$ cat src/rtl/lane_arbiter.sv
// Two-lane FIFO arbiter that merges lanes 0/1 onto one valid/ready mid lane tagged with the source lane.
// Optional LANE_ARB_STRICT_PRIO_EN: lane 0 always wins contention (default build is round-robin).
module lane_arbiter #(
    parameter int DEPTH        = 4,
    parameter int AW           = 2,
    parameter int AFULL_THRESH = 3
) (
    input  logic       clk2f,
    input  logic       reset,
    input  logic [7:0] data_in_0,
    input  logic       valid_in_0,
    input  logic [7:0] data_in_1,
    input  logic       valid_in_1,
    input  logic       ready_out,
    output logic [7:0] data_out,
    output logic       valid_out,
    output logic       lane_out,
    output logic       pause_0,
    output logic       pause_1,
    output logic       overflow_0,
    output logic       overflow_1
);

    logic [7:0]  mem0_q [DEPTH];
    logic [7:0]  mem1_q [DEPTH];
    logic [AW-1:0] wptr0_q, rptr0_q, wptr1_q, rptr1_q;
    logic [AW:0] cnt0_q, cnt1_q, cnt0_d, cnt1_d;
    logic [7:0]  data_out_q;
    logic        valid_out_q, lane_out_q;
    logic        pause0_q, pause1_q, ovf0_q, ovf1_q;
    logic        last_grant_s;

    logic        load_s, ne0_s, ne1_s;
    logic        gnt_valid_s, gnt_lane_s;
    logic        pop0_s, pop1_s, push0_s, push1_s;
    logic [7:0]  head0_s, head1_s;

    assign load_s  = !valid_out_q || ready_out;
    assign ne0_s   = (cnt0_q != {(AW+1){1'b0}});
    assign ne1_s   = (cnt1_q != {(AW+1){1'b0}});
    assign head0_s = mem0_q[rptr0_q];
    assign head1_s = mem1_q[rptr1_q];

`ifdef LANE_ARB_STRICT_PRIO_EN
    assign last_grant_s = 1'b0;
`else
    logic last_grant_q;
    assign last_grant_s = last_grant_q;

    // Round-robin memory: remembers which lane was granted most recently.
    always_ff @(posedge clk2f or negedge reset) begin
        if (!reset) begin
            last_grant_q <= 1'b1;
        end else if (gnt_valid_s) begin
            last_grant_q <= gnt_lane_s;
        end else begin
            last_grant_q <= last_grant_q;
        end
    end
`endif

    // Grant selection; only considered when the output register can load.
    always_comb begin
        gnt_valid_s = 1'b0;
        gnt_lane_s  = 1'b0;
        if (load_s) begin
            if (ne0_s && ne1_s) begin
                gnt_valid_s = 1'b1;
`ifdef LANE_ARB_STRICT_PRIO_EN
                gnt_lane_s  = 1'b0;
`else
                gnt_lane_s  = ~last_grant_s;
`endif
            end else if (ne0_s) begin
                gnt_valid_s = 1'b1;
                gnt_lane_s  = 1'b0;
            end else if (ne1_s) begin
                gnt_valid_s = 1'b1;
                gnt_lane_s  = 1'b1;
            end else begin
                gnt_valid_s = 1'b0;
                gnt_lane_s  = 1'b0;
            end
        end else begin
            gnt_valid_s = 1'b0;
            gnt_lane_s  = 1'b0;
        end
    end

    assign pop0_s  = gnt_valid_s && !gnt_lane_s;
    assign pop1_s  = gnt_valid_s &&  gnt_lane_s;
    // A pop in the same cycle frees a slot, so a full lane can still accept a word.
    assign push0_s = valid_in_0 && ((cnt0_q < (AW+1)'(DEPTH)) || pop0_s);
    assign push1_s = valid_in_1 && ((cnt1_q < (AW+1)'(DEPTH)) || pop1_s);

    // Occupancy next-state for both lanes.
    always_comb begin
        cnt0_d = cnt0_q;
        cnt1_d = cnt1_q;
        if (push0_s && !pop0_s) begin
            cnt0_d = cnt0_q + (AW+1)'(1);
        end else if (!push0_s && pop0_s) begin
            cnt0_d = cnt0_q - (AW+1)'(1);
        end else begin
            cnt0_d = cnt0_q;
        end
        if (push1_s && !pop1_s) begin
            cnt1_d = cnt1_q + (AW+1)'(1);
        end else if (!push1_s && pop1_s) begin
            cnt1_d = cnt1_q - (AW+1)'(1);
        end else begin
            cnt1_d = cnt1_q;
        end
    end

    // FIFO storage; contents are don't-care until the count says otherwise.
    always_ff @(posedge clk2f) begin
        if (push0_s) mem0_q[wptr0_q] <= data_in_0;
        if (push1_s) mem1_q[wptr1_q] <= data_in_1;
    end

    // FIFO pointers, counts and lane status flags.
    always_ff @(posedge clk2f or negedge reset) begin
        if (!reset) begin
            wptr0_q  <= {AW{1'b0}};
            rptr0_q  <= {AW{1'b0}};
            wptr1_q  <= {AW{1'b0}};
            rptr1_q  <= {AW{1'b0}};
            cnt0_q   <= {(AW+1){1'b0}};
            cnt1_q   <= {(AW+1){1'b0}};
            pause0_q <= 1'b0;
            pause1_q <= 1'b0;
            ovf0_q   <= 1'b0;
            ovf1_q   <= 1'b0;
        end else begin
            if (push0_s) wptr0_q <= wptr0_q + AW'(1);
            if (pop0_s)  rptr0_q <= rptr0_q + AW'(1);
            if (push1_s) wptr1_q <= wptr1_q + AW'(1);
            if (pop1_s)  rptr1_q <= rptr1_q + AW'(1);
            cnt0_q   <= cnt0_d;
            cnt1_q   <= cnt1_d;
            pause0_q <= (cnt0_d >= (AW+1)'(AFULL_THRESH));
            pause1_q <= (cnt1_d >= (AW+1)'(AFULL_THRESH));
            ovf0_q   <= ovf0_q | (valid_in_0 && !push0_s);
            ovf1_q   <= ovf1_q | (valid_in_1 && !push1_s);
        end
    end

    // Output register: loads a granted word, clears valid when idle, holds on stall.
    always_ff @(posedge clk2f or negedge reset) begin
        if (!reset) begin
            data_out_q  <= 8'h00;
            valid_out_q <= 1'b0;
            lane_out_q  <= 1'b0;
        end else if (load_s) begin
            valid_out_q <= gnt_valid_s;
            if (gnt_valid_s) begin
                data_out_q <= gnt_lane_s ? head1_s : head0_s;
                lane_out_q <= gnt_lane_s;
            end else begin
                data_out_q <= data_out_q;
                lane_out_q <= lane_out_q;
            end
        end else begin
            data_out_q  <= data_out_q;
            valid_out_q <= valid_out_q;
            lane_out_q  <= lane_out_q;
        end
    end

    assign data_out   = data_out_q;
    assign valid_out  = valid_out_q;
    assign lane_out   = lane_out_q;
    assign pause_0    = pause0_q;
    assign pause_1    = pause1_q;
    assign overflow_0 = ovf0_q;
    assign overflow_1 = ovf1_q;

endmodule

$ cat config.mk
export PLATFORM = sky130hd
export DESIGN_NAME = lane_arbiter
export DESIGN_NICKNAME = d
export VERILOG_FILES = /design/src/rtl/lane_arbiter.sv
export SDC_FILE = /design/constraint.sdc
export NUM_CORES = 1
export LEC_CHECK = 0
export ABC_AREA = 0
export BUFFER_PORTS_ARGS = -buffer_cell sky130_fd_sc_hd__buf_2
export CORE_ASPECT_RATIO = 1.5
export CORE_MARGIN = 1
export CORE_UTILIZATION = 55
export CTS_BUF_LIST = sky130_fd_sc_hd__clkbuf_16
export DETAILED_ROUTE_END_ITERATION = 8
export PLACE_DENSITY_LB_ADDON = 0.2
export SLEW_MARGIN = 20
export SYNTH_ARGS = -nofsm -noshare
export SYNTH_HDL_FRONTEND = slang
export SYNTH_SLANG_ARGS = --single-unit
export TNS_END_PERCENT = 20
$ cat constraint.sdc
create_clock -name clk2f -period 2.5 [get_ports clk2f]
set_input_delay 0.125 -clock clk2f [delete_from_list [all_inputs] [get_ports clk2f]]
set_output_delay 0.125 -clock clk2f [all_outputs]
set_load 0.005 [all_outputs]
==> flow_summary.yaml <==
status:
  status: "complete, but fails checks"
  failed_checks: "DRC"
detailed_routing:
  vias_per_cell: 5.74
  ant_nets: 0
  vias: 2084
  drtIter0Drc: 191
  routedWlPerCell_um: 18.9
  detail_route.drc_violations: 4
  drtPass1Iterations: 6
  routed_wl_um: 6870
finish:
  final_common_cell: "edfxtp_1"
  multi_input_area_sq_um: 1160
  final_layout_size_suffix_gt1_frac: 0.284
  area_delta_synth_final_pct: 14.1
  post-route-util: 0.648
  num_antenna_cells: 0
  seq_area_sq_um: 2650
  mostFrequentLayoutCells: "64 x edfxtp_1, 34 x buf_2, 28 x dfrtp_1"
  nNetsFinal: 315
  nFillCells: 496
synthesis:
  synth_seq_cells: 93
  synth-edff-count: 64
  synth_top_area_cell: "edfxtp_1"
  netlist_area_sq_um: 3890
  synthTopCellsByArea: "edfxtp_1 49%, dfrtp_1 18%, mux4_2 9.3%, ha_1 4.5%, nand2_1 2.3%"
  synthArstFlopShare: 0.312
  syn_inst: 234
  avgSynthCellArea_sq_um: 16.6
  yosysWarnings: 0
  synth_top_area_share: 0.494
  synth_cell_types: 44
  synth_nets: 269
  synthFlopType: "edfxtp_1"
  ys_seq_area_frac: 0.681
setup_path:
  cp.required_ns: 2.49
  worstPathArrival_ns: 2.28
  worst-setup-path-type: "flop to flop"
  crit_chain: "inv_1 -> ha_1 -> nand2b_4 -> a211o_1 -> a21oi_2 -> and2_1"
  crit_slowest_cell: "and2_1"
  end_kind: "flop"
  worst-path-buf-inv: 1
  crit_family: "compound AO/OA/AOI/OAI gates"
  crit_fanout: 8
  start_kind: "flop"
  critPathMaxStageDelay_ns: 0.43
pwr:
  irDropWorstVdd_v: 0.000690
  p_leak_uw: 0.00172
  swShare: 0.302
  comb_power_share: 0.267
  p_int_uw: 3290
  clockPowerShare: 0.249
  p_switching_uw: 1430
  powerDensity_nw_per_um2: 1060
  p_seq_frac: 0.484
clock_network:
  numCtsBuffers: 9
  clockBufferDepth: 2
  tritoncts: "yes"
  cts_setup_buffers: 0
  cts_max_level: 3
  cts_root_buf: "clkbuf_16"
  cts_resized: 0
  clk_pin_slew_ns: 0.06
  insertion_delay_ns: 0.34
  cts_num_sinks: 93
floorplanning:
  start_util: 0.568
  fp.coreArea_sq_um: 6850
  die-height_um: 105
  dieArea_sq_um: 7420
  rows: 37
  num_io_pins: 35
  die_w_um: 70.7
place:
  io_buffer_count: 34
  dpl.hpwl_um: 4840
  place.gp.congestion: 0.802
sta:
  period_minus_slack_ns: 2.29
  slew_violations: 0
  fmax_mhz: 438
  whs_ns: 0.00996
  finalHoldViolCount: 0
  min_period_over_period: 0.914
  tns_ns: 0
  setup_viol: 0
  rsz0062_at_grt: "no"
  max_slew_margin: 0.536
  clock_skew_ns: 0.00562
  tightest_slew_ns: 0.697
job:
  drv_cap: 0
global_routing:
  grt_max_degree: 30
  track_usage: 0.215
  grt_pass1_wl_um: 11400
  overflow: 0
  antenna_found_initial: 0
  grt_pass1_vias: 2168
min_path:
  worstHoldPathType: "primary input to flop"
[cells by family (layout without fill, tap and decap cells)]
logic type,count (synthesis),count (layout),share of synthesized area
adders and majority gates,14,14,0.0450
buffers and inverters,19,70,0.0219
muxes,19,19,0.104
and+or+nand+nor,47,47,0.0624
DFF,93,93,0.681
AOI/OAI and AO/OA,34,34,0.0685
xor gates and xnor gates,8,8,0.0180
[repair_timing]
item	CTS	global route
endpoints found under the setup margin	0	0
hold endpoints to repair	32	0
hold buffers	2	0
[synth_stat cells (5+ instances only)]
library cell,n
ha_1,14
inv_1,11
a22oi_1,7
mux4_2,16
nand2_1,24
o21ai_0,6
and2_1,8
dfrtp_1,28
edfxtp_1,64
xnor2_1,8
nor2_1,5
[power groups by stage]
stage / Clock (uW) / Combinational [uW] / Sequential [uW]
finish: 1180 / 1260 / 2280
global route: 1260 / 1400 / 2330
CTS: 1190 / 1270 / 2290
detailed placement: 0 / 1260 / 2320
global placement: 0 / 1240 / 2300
floorplan: 0 / 1040 / 2130
[final timing paths]
check	from	endpoint	slack [ns]	cells past startpoint
max	cnt0_q[0]	mem1_q[1][6]	0.21	6
min	data_in_0[6]	mem0_q[3][6]	0.01	1
max reg2reg	cnt0_q[0]	mem1_q[1][6]	0.21	6
min reg2reg	overflow_1	overflow_1	0.46	1
max in group asynchronous	reset	cnt1_q[1]	1.68	2
min in group asynchronous	reset	cnt0_q[2]	0.37	2
[worst reg2reg max path, stage by stage, from the launching register on]
cell      delay [ns]
dfrtp_1         0.41
inv_1           0.13
ha_1            0.23
nand2b_4        0.10
a211o_1         0.34
a21oi_2         0.31
and2_1          0.43
[sequential cells by signal (all words and copies together), names as in the netlist]
signal / count
last_grant_q: 1
lane_out: 1
pause_1: 1
rptr0_q: 2
valid_out: 1
overflow_0: 1
rptr1_q: 2
data_out: 8
pause_0: 1
mem0_q: 32
wptr0_q: 2
mem1_q: 32
overflow_1: 1
wptr1_q: 2
cnt0_q: 3
cnt1_q: 3
[area by class of cell]
class	instances	share of cell area
Clock inverter	7	0.00648
Tap cell	78	0.0220
Multi-Input combinational cell	122	0.261
Clock buffer	9	0.0507
Timing Repair Buffer	43	0.0546
Inverter	11	0.00930
Sequential cell	93	0.596
[per-stage QoR]
step	std cells	power (uW)	instance area, sq um	worst slack, ns
floorplan	234	3170	3890	0.404
global placement	345	3540	4170	0.339
detailed placement	345	3580	4170	0.234
CTS	363	4750	4440	0.199
global route	363	4990	4440	0.0334
finish	363	4720	4440	0.215
[layer usage]
metal	vias to the layer above	routed length (um)	track usage	share of wire
li1	967	-	-	-
met2	55	3470	0.347	0.51
met1	1050	2930	0.277	0.43
met4	0	181	0.109	0.026
met5	-	0	0	0
met3	12	284	0.0444	0.041
Note: power is estimated with default switching activity, not from simulation.
